## src/rtl/scan_index_gen_pkg.sv

```systemverilog
// ---------------------------------------------------------------------------
// scan_pkg
// Shared encodings for the scan index generator.
//   mode_e    : stepping mode applied on each prescaler tick
//   dir_e     : bounce direction, also the bounce FSM state
//   INDEX_MAX : highest index value (the index is 3 bits wide)
// ---------------------------------------------------------------------------
package scan_pkg;

  typedef enum logic [1:0] {
    MODE_UP     = 2'b00,
    MODE_DOWN   = 2'b01,
    MODE_BOUNCE = 2'b10,
    MODE_HOLD   = 2'b11
  } mode_e;

  typedef enum logic {
    DIR_UP   = 1'b0,
    DIR_DOWN = 1'b1
  } dir_e;

  localparam logic [2:0] INDEX_MAX = 3'd7;

endpackage

```

## src/rtl/scan_index_gen_if.sv

```systemverilog
// ---------------------------------------------------------------------------
// scan_index_gen_if
// Control and status bundle of the scan index generator.
//   en, mode, load, load_val, div : control, driven by the master
//   index, step, wrap, dir        : status, driven by the slave (generator)
// ---------------------------------------------------------------------------
interface scan_index_gen_if #(
  parameter int DIV_WIDTH = 16
);

  logic                 en;
  logic [1:0]           mode;
  logic                 load;
  logic [2:0]           load_val;
  logic [DIV_WIDTH-1:0] div;
  logic [2:0]           index;
  logic                 step;
  logic                 wrap;
  logic                 dir;

  modport master (
    output en, mode, load, load_val, div,
    input  index, step, wrap, dir
  );

  modport slave (
    input  en, mode, load, load_val, div,
    output index, step, wrap, dir
  );

endinterface

```

## src/rtl/scan_index_gen_prescaler.sv

```systemverilog
// ---------------------------------------------------------------------------
// scan_prescaler
// Rate divider for the scan index generator. Emits a tick once every div+1
// enabled cycles.
//   clk   : system clock
//   rst_n : asynchronous active-low reset
//   en    : run enable; low clears the count and blocks ticks
//   clr   : synchronous count clear (used on index load)
//   div   : terminal count
//   tick  : combinational, high in the cycle the count has reached div
// ---------------------------------------------------------------------------
module scan_prescaler #(
  parameter int DIV_WIDTH = 16
) (
  input  logic                 clk,
  input  logic                 rst_n,
  input  logic                 en,
  input  logic                 clr,
  input  logic [DIV_WIDTH-1:0] div,
  output logic                 tick
);

  logic [DIV_WIDTH-1:0] cnt;
  logic                 at_tc;

  // >= rather than == so that lowering div below the current count ticks on
  // the next cycle instead of running the counter all the way around.
  assign at_tc = (cnt >= div);
  assign tick  = en && at_tc;

  always_ff @(posedge clk or negedge rst_n) begin
    if (!rst_n) begin
      cnt <= '0;
    end else if (!en || clr || at_tc) begin
      cnt <= '0;
    end else begin
      cnt <= cnt + 1'b1;
    end
  end

endmodule

```

## src/rtl/scan_index_gen.sv

```systemverilog
// ---------------------------------------------------------------------------
// scan_index_gen
// Registered 3-bit scan index for the downstream 3-to-8 one-hot decoder.
// The index steps on each prescaler tick in up, down or bounce mode, or is
// held; a synchronous load overrides stepping and restarts the prescaler.
//   clk   : system clock
//   rst_n : asynchronous active-low reset
//   bus   : slave side of scan_index_gen_if
//           en, mode, load, load_val, div in; index, step, wrap, dir out
//
// Bounce FSM (state held in dir):
//   state    | meaning
//   DIR_UP   | index counts up, at INDEX_MAX reverse to DIR_DOWN
//   DIR_DOWN | index counts down, at 0 reverse to DIR_UP
// ---------------------------------------------------------------------------
module scan_index_gen
  import scan_pkg::*;
#(
  parameter int DIV_WIDTH = 16
) (
  input  logic           clk,
  input  logic           rst_n,
  scan_index_gen_if.slave bus
);

  logic       tick;
  logic [2:0] index_q;
  dir_e       dir_q;
  logic       step_q;
  logic       wrap_q;

  scan_prescaler #(
    .DIV_WIDTH (DIV_WIDTH)
  ) u_prescaler (
    .clk   (clk),
    .rst_n (rst_n),
    .en    (bus.en),
    .clr   (bus.load),
    .div   (bus.div),
    .tick  (tick)
  );

  always_ff @(posedge clk or negedge rst_n) begin
    if (!rst_n) begin
      index_q <= '0;
      dir_q   <= DIR_UP;
      step_q  <= 1'b0;
      wrap_q  <= 1'b0;
    end else begin
      step_q <= 1'b0;
      wrap_q <= 1'b0;
      if (bus.load) begin
        // Load wins over a coincident tick; that tick is simply dropped.
        index_q <= bus.load_val;
        dir_q   <= DIR_UP;
      end else if (tick) begin
        case (mode_e'(bus.mode))
          MODE_UP: begin
            index_q <= index_q + 3'd1;
            step_q  <= 1'b1;
            wrap_q  <= (index_q == INDEX_MAX);
          end
          MODE_DOWN: begin
            index_q <= index_q - 3'd1;
            step_q  <= 1'b1;
            wrap_q  <= (index_q == 3'd0);
          end
          MODE_BOUNCE: begin
            step_q <= 1'b1;
            if (dir_q == DIR_UP) begin
              if (index_q == INDEX_MAX) begin
                index_q <= INDEX_MAX - 3'd1;
                dir_q   <= DIR_DOWN;
                wrap_q  <= 1'b1;
              end else begin
                index_q <= index_q + 3'd1;
              end
            end else begin
              if (index_q == 3'd0) begin
                index_q <= 3'd1;
                dir_q   <= DIR_UP;
                wrap_q  <= 1'b1;
              end else begin
                index_q <= index_q - 3'd1;
              end
            end
          end
          MODE_HOLD: begin
            // Prescaler keeps running; nothing observable changes.
          end
          default: begin
          end
        endcase
      end
    end
  end

  assign bus.index = index_q;
  assign bus.dir   = dir_q;
  assign bus.step  = step_q;
  assign bus.wrap  = wrap_q;

endmodule

```

## src/flat_wrapper.sv

```systemverilog
// flat-port wrapper written by rule: the top's interface ports become plain ports
module scan_index_gen_flat import scan_pkg::*;
#(
  parameter int DIV_WIDTH = 16
)
  (clk, rst_n, bus_en, bus_mode, bus_load, bus_load_val, bus_div, bus_index, bus_step, bus_wrap, bus_dir);
  scan_index_gen_if #(.DIV_WIDTH(DIV_WIDTH)) bus_i ();
  input  logic clk;
  input  logic rst_n;
  input wire logic [$bits(bus_i.en)-1:0] bus_en;
  input wire logic [$bits(bus_i.mode)-1:0] bus_mode;
  input wire logic [$bits(bus_i.load)-1:0] bus_load;
  input wire logic [$bits(bus_i.load_val)-1:0] bus_load_val;
  input wire logic [$bits(bus_i.div)-1:0] bus_div;
  output wire logic [$bits(bus_i.index)-1:0] bus_index;
  output wire logic [$bits(bus_i.step)-1:0] bus_step;
  output wire logic [$bits(bus_i.wrap)-1:0] bus_wrap;
  output wire logic [$bits(bus_i.dir)-1:0] bus_dir;
  assign bus_i.en = bus_en;
  assign bus_i.mode = bus_mode;
  assign bus_i.load = bus_load;
  assign bus_i.load_val = bus_load_val;
  assign bus_i.div = bus_div;
  assign bus_index = bus_i.index;
  assign bus_step = bus_i.step;
  assign bus_wrap = bus_i.wrap;
  assign bus_dir = bus_i.dir;
  scan_index_gen #(.DIV_WIDTH(DIV_WIDTH)) u_core (.clk(clk), .rst_n(rst_n), .bus(bus_i));
endmodule
```

## config.mk

```make
export PLATFORM = sky130hd
export DESIGN_NAME = scan_index_gen_flat
export DESIGN_NICKNAME = d
export VERILOG_FILES = /design/src/rtl/scan_index_gen_pkg.sv /design/src/rtl/scan_index_gen_if.sv /design/src/rtl/scan_index_gen_prescaler.sv /design/src/rtl/scan_index_gen.sv /design/src/flat_wrapper.sv
export SDC_FILE = /design/constraint.sdc
export NUM_CORES = 1
export LEC_CHECK = 0
export ABC_CLOCK_PERIOD_IN_PS = 2960
export CAP_MARGIN = 20
export CORE_UTILIZATION = 40
export CTS_BUF_LIST = sky130_fd_sc_hd__clkbuf_8
export DETAILED_ROUTE_END_ITERATION = 7
export HOLD_SLACK_MARGIN = 0.03
export PLACE_DENSITY = 0.7
export SYNTH_ARGS = -nofsm -noshare
export SYNTH_HDL_FRONTEND = slang
export SYNTH_HIERARCHICAL = 1
export SYNTH_SLANG_ARGS = --single-unit
```

## constraint.sdc

```tcl
create_clock -name clk -period 2.96 [get_ports clk]
set_input_delay 0.888 -clock clk [delete_from_list [all_inputs] [get_ports clk]]
set_output_delay 0.888 -clock clk [all_outputs]
set_load 0.02 [all_outputs]
```

* Word-level counts from Yosys, hierarchy flattened
Cells that the tools add are included.
** Storage, ports and cells
- Bits in registers :: 22
- Bits in latches :: 0
- Bits in writable memories :: 0
- ROM bits :: 0
- Input port bits :: 25
- Output and inout port bits :: 6
- Word-level logic and storage cells :: 45
- Memories kept :: 0
** Cells by class
- $add $sub $neg :: 3
- Multiply operators :: 0
- Divide/modulo/power cells :: 0
- Magnitude comparators :: 1
- Eq/ne operators :: 3
- Shift operators :: 0
- Mux-type cells :: 21
- Bitwise logic cells :: 0
- Reduce and logical (&&, ||, !) cells :: 12
** Operator list (number)
- adder 16 x 1 -> 16 bit, second input constant :: 1
- greater-or-equal comparator 16 bit :: 1
- 2-to-1 mux 16 bit :: 1
- 2-to-1 mux 3 bit :: 5
- 2-to-1 mux 1 bit :: 13
- one-hot mux 3 bit (3 select lines) :: 1
- AND reduction 2 bit :: 2
- nonzero test 2 bit :: 2
- nonzero test 4 bit :: 1
- adder 3 x 1 -> 3 bit, second input constant :: 1
- == test 3 bit, second input constant :: 1
- zero test 3 bit :: 1
- one-hot mux 1 bit (3 select lines) :: 1
- OR reduction 3 bit :: 1
- subtractor 3 x 1 -> 3 bit, second input constant :: 1
- == test 2 x 1 -> 1 bit, second input constant :: 1
- == test 2 bit, second input constant :: 1
- zero test 2 bit :: 1
- logical OR 1 bit :: 2
- logical AND 1 bit :: 1
- zero test 1 bit :: 1

* Depth between registers and ports, before layout
- Depth after elaboration :: 6
- Gate-level depth with buffers :: 9
- Mapped depth without buffers :: 9

* Modules after synthesis
The synthesis kept the hierarchy.
** Modules (own cells, without submodules)
- scan_prescaler :: instances 1, cells each 133, area an instance 1228.7 um^2, seq. area each 400.4 um^2
- scan_index_gen :: instances 1, cells each 64, area an instance 570.5 um^2, seq. area each 150.1 um^2

* Worst setup path after synthesis
No wires, ideal clock.
- Path kind :: input port to flip-flop
- Start :: in bus_div[0]
- End :: reg u_core.index_q[0] (netlist: u_core/bus.index[0])
- Setup time :: 87 ps
- Arrival :: 2656 ps
- Data required time :: 2873 ps
- Setup slack :: 217 ps
- Cell stages on the path :: 8
- Buffers on the path :: 0
- Cell sequence :: ha_1 > nand2b_1 > a2111oi_0 > nor3_1 > o31a_1 > a21oi_4 > a21oi_1 > a22oi_1
** Between the ends
- Longest elaborated chain between the ends :: 4
** Ends and longest elaborated chain
- start: declaration :: RTL line flat_wrapper.sv:14 : input wire logic [$bits(bus_i.div)-1:0] bus_div;
- greater-or-equal comparator 16 bit :: RTL line scan_index_gen_prescaler.sv:28 : assign at_tc = (cnt >= div);
- logical AND 1 bit :: RTL line scan_index_gen_prescaler.sv:29 : assign tick = en && at_tc;
- net u_core.tick :: RTL line scan_index_gen.sv:26 : logic tick;
- nonzero test 2 bit (no source line)
- AND reduction 2 bit (no source line)
- end signal: assignment :: RTL line scan_index_gen.sv:54 : index_q <= bus.load_val;
- end signal: assignment :: RTL line scan_index_gen.sv:59 : index_q <= index_q + 3'd1;
- end signal: assignment :: RTL line scan_index_gen.sv:64 : index_q <= index_q - 3'd1;
- end: declaration :: RTL line scan_index_gen.sv:27 : logic [2:0] index_q;
The timed path passes the listed nets, and every way through them passes these cells.
A chain may end at the register's enable or synchronous reset.

* Worst setup path after layout
- Start :: in bus_div[10]
- End :: reg u_core.dir_q (netlist: u_core/bus.dir)
** Between the ends
- Longest elaborated chain between the ends :: 4
** Ends and longest elaborated chain
- greater-or-equal comparator 16 bit :: RTL line scan_index_gen_prescaler.sv:28
- logical AND 1 bit :: RTL line scan_index_gen_prescaler.sv:29
- net u_core.tick :: RTL line scan_index_gen.sv:26
- nonzero test 2 bit (no source line)
- AND reduction 2 bit (no source line)
- end signal: assignment :: RTL line scan_index_gen.sv:46 : dir_q <= DIR_UP;
- end signal: assignment :: RTL line scan_index_gen.sv:55 : dir_q <= DIR_UP;
- end signal: assignment :: RTL line scan_index_gen.sv:73 : dir_q <= DIR_DOWN;
- end: declaration :: RTL line scan_index_gen.sv:28 : dir_e dir_q;
The timed path passes the listed nets, and every way through them passes these cells.

==> results.md <==
- The run finished with clean final reports.
- The pre-antenna-repair detailed-routing pass consisted of 4 iterations.
- The cell at the root of the clock tree is sky130_fd_sc_hd__clkbuf_8.
- The global-route total usage across every layer is 17.27%.
- After floorplanning, the core was divided into 24 placement rows.
- The tightest min-delay check is of the flip-flop to flip-flop type.
- Subtracting the final worst setup slack from the clock period gives between 2 and 3 ns.
- The number of nets still failing antenna checks after routing is 0.
- Yosys mapped a number of flops with a built-in enable equal to 0.
- Sequential cells were found to cover a little under a third of the synthesized design area.
- Excluding fillers, the count of instances in the completed layout stands at 294.
- The post-synthesis sequential element count is 22.
- Summing every instance area after synthesis gives 1799 sq um.
- From synthesis to final layout, the design area changed by 38.53%.
- The H-tree depth is 1.
- The endpoint of the worst-slack reg-to-reg timing path is u_core/bus.index[0].
- The number of cells on the worst reg-to-reg path is 11.
- The x dimension of the die is 69.07 um.
- The longest clock path from root to sink contains 2 buffers.
- For this run, asynchronously set or reset flops after synthesis account for 100.0%.
- The capturing element of the worst setup path is u_core/bus.dir.
- The final route contains 1590 vias.
- The number of global-route vias before repair is 1515.
- The number of unique standard cell types used by synthesis is 47.
- For this run, design rule violations remaining after detail routing come to 0.
- The count of buffers added on input and output ports is 30.
- At the end of routability-driven placement, the weighted congestion stood at 0.8356.
- The critical path starts at bus_div[10].
- The first global-routing pass estimated ~6.9 mm of wire.
- The classification of the worst setup path is input pin to flip-flop.
- The data arrival at the endpoint of the critical path is 3.05 ns.
- The placeable core region is 4324 sq um.
- The maximum vdd ir drop is 155.1 uV.
- The number of top-level pins is 31.
- The antenna diode count is 0.
- The tool flagged a number of max-cap violations equal to 0.
- The pin count of the biggest net entering global routing is 23.
- The number of nets in the synthesized netlist is 249.
- Summed over all cells, the static leakage comes to 1.087 nW.
- The hold violation count in the final report is 0.
- The predominant post-synthesis flop cell is sky130_fd_sc_hd__dfrtp_1.
- Clock tree synthesis inserted a total of 3 buffers.
- Synthesis handed over a netlist of 197 instances.
- The clock latency reported for the late side of the worst-skew pair is roughly 0.25 ns.
- Of all nets on the critical path, the largest fanout is 4.
- In this run the critical register-to-register path is launched from u_core/u_prescaler/cnt[0].
- Global routing finished with a remaining overflow of 0.
- The worst setup path is captured at a flip-flop.
- The final-report max-slew violation count is 0.
- The total power of the final layout is 0.6657 mW.
- Counting tap cells, the placed design contains a total of 290 instances.
- The number of warnings printed during yosys synthesis is 6.
- The post-DP HPWL is between 3 and 4 mm.
- The initial core utilization is between 40% and 50%.
- The clock-pin slew on the worst setup and hold paths is 0.07 ns.
- At the end of the flow, the number of nets in the layout was about 300.
- CTS saw 22 sinks.
- The power per cell area is 267.1 nW/um^2.
- Hold repair after CTS inserted 0 buffers.
- STA classifies the critical path startpoint as an input pin.
- After detailed routing, the average wire length per cell comes to 14.39 um.
- In the final layout, the share of cells above drive strength 1 is between 20% and 30%.
- The final clock period utilization by the worst path is ~97%.
- The normalized max-slew margin is between 70 and 80%.
- TritonCTS built the clock tree.
- The area of the die is between 4000 and 5000 sq um.
- The required time at the worst-slack endpoint is 3.15 ns.
- The final setup skew is ~0.00072 ns.
- After detailed routing, the number of vias per cell comes to 5.408.
- Setup slack on the worst reg-to-reg path comes out at 0.58 ns.
- The transition at the pin with the smallest max-transition slack is 0.4141 ns.
- In this run the mean area of a mapped cell was 9.133 sq um.
- The final number of setup-violating endpoints is 0.
- The die span in y is 69.07 um.
- The first-iteration detailed-routing DRC count is 83.
- The final wirelength is 4.231 mm.
- The highest clock frequency the design can meet is 349.8 MHz.
- The initial antenna violation count came to 0.
[kinds of logic (layout without fill, tap and decap cells)]
group / after synthesis / after routing / synth area share (%)
simple gates: 64 / 64 / 21.35
compound gates: 37 / 37 / 15.65
buf+inv: 34 / 79 / 7.301
fa+ha+maj: 27 / 27 / 18.78
flops: 22 / 22 / 30.60
xor+xnor: 13 / 13 / 6.328
[cell usage after synthesis (3+ instances only)]
library cell / count / area [sq um]
sky130_fd_sc_hd__a21oi_1: 8 / 40.04
sky130_fd_sc_hd__a22oi_1: 3 / 22.52
sky130_fd_sc_hd__a31oi_1: 3 / 18.77
sky130_fd_sc_hd__dfrtp_1: 22 / 550.5
sky130_fd_sc_hd__ha_1: 27 / 337.8
sky130_fd_sc_hd__inv_1: 29 / 108.9
sky130_fd_sc_hd__nand2_1: 8 / 30.03
sky130_fd_sc_hd__nand3_1: 7 / 35.03
sky130_fd_sc_hd__nand4_1: 5 / 31.28
sky130_fd_sc_hd__nor2_1: 6 / 22.52
sky130_fd_sc_hd__nor2b_1: 3 / 18.77
sky130_fd_sc_hd__nor3_1: 5 / 25.02
sky130_fd_sc_hd__nor4_1: 15 / 93.84
sky130_fd_sc_hd__o21ai_0: 5 / 25.02
sky130_fd_sc_hd__xnor2_1: 10 / 87.58
sky130_fd_sc_hd__xor2_1: 3 / 26.28
[state kept, by name, summed over array words and instances, names as in the netlist]
| register | cells |
|---|---|
| u_core/u_prescaler/cnt | 16 |
| u_core/bus.index | 3 |
| u_core/bus.dir | 1 |
| u_core/bus.step | 1 |
| u_core/bus.wrap | 1 |
[critical path, stage by stage]
cell,delay [ns]
sky130_fd_sc_hd__clkdlybuf4s50_1,0.46
sky130_fd_sc_hd__inv_1,0.04
sky130_fd_sc_hd__ha_1,0.28
sky130_fd_sc_hd__nand4_1,0.15
sky130_fd_sc_hd__or3_4,0.38
sky130_fd_sc_hd__nor3_2,0.15
sky130_fd_sc_hd__o31a_1,0.19
sky130_fd_sc_hd__buf_6,0.13
sky130_fd_sc_hd__a31oi_1,0.07
sky130_fd_sc_hd__a41o_1,0.22
sky130_fd_sc_hd__nor2_1,0.09
[timing repair]
action                                  in CTS  in global routing
setup buffers                                1                  0
pin swaps                                    5                 17
gates resized for setup                      4                 29
endpoints found under the setup margin       4                 10
gates cloned                                 0                  0
[stage by stage]
step | cell area, sq um | util [%] | hold WS [ns] | worst slack (ns) | TNS [ns]
6_report | 2492 | 57.64 | 0.5775 | 0.1013 | 0
5_1_grt | 2492 | 57.64 | 0.6119 | -0.02427 | -0.02706
4_1_cts | 2327 | 53.82 | 0.5701 | 0.02330 | 0
3_5_place_dp | 2262 | 52.31 | 0.5601 | -0.3265 | -4.077
3_3_place_gp | 2262 | 52.31 | 0.5543 | -0.3051 | -3.508
2_1_floorplan | 1799 | - | 0.5050 | 0.2171 | 0
[power breakdown]
| part | internal (mW) | switching [mW] |
|---|---|---|
| logic | 0.0930 | 0.0786 |
| clock network | 0.0906 | 0.0872 |
| registers | 0.306 | 0.0105 |
| total | 0.489 | 0.176 |
[area by class of cell]
| class | instances | area, sq um |
|---|---|---|
| clock buffer | 3 | 41.29 |
| fill | 393 | 1832 |
| inverter | 29 | 108.9 |
| multi-input combinational | 141 | 1277 |
| sequential | 22 | 550.5 |
| tap | 52 | 65.06 |
| timing repair buffer | 47 | 449.2 |
[worst min path at each step]
stage | startpoint | depth (start not counted) | slack, ns | end
final | u_core/u_prescaler/cnt[0] | 1 | 0.58 | u_core/u_prescaler/cnt[0]
after global routing | u_core/bus.index[1] | 2 | 0.61 | u_core/bus.index[1]
after CTS | u_core/u_prescaler/cnt[0] | 1 | 0.57 | u_core/u_prescaler/cnt[0]
after detailed placement | u_core/u_prescaler/cnt[0] | 1 | 0.56 | u_core/u_prescaler/cnt[0]
after global placement | u_core/u_prescaler/cnt[0] | 1 | 0.55 | u_core/u_prescaler/cnt[0]
after floorplan | u_core/u_prescaler/cnt[0] | 1 | 0.51 | u_core/u_prescaler/cnt[0]
[per-layer routing]
layer,vias up,GRT usage (%),share of wire [%]
met3,2,1.754,4.4
met1,742,23.23,45
met4,0,4.082,0.50
met2,38,29.67,50
li1,808,-,-
met5,-,0,0
[layout by cell type (no fill, tap or decap), drive strengths merged, types with 7 or more instances in the layout]
cell / n
nor4: 15
clkdlybuf4s50: 23
dfrtp: 22
a21oi: 9
nand3: 7
buf: 17
inv: 29
nand2: 8
xnor2: 10
ha: 27
dlymetal6s2s: 7
No activity file was read; power rests on OpenSTA's default activity.
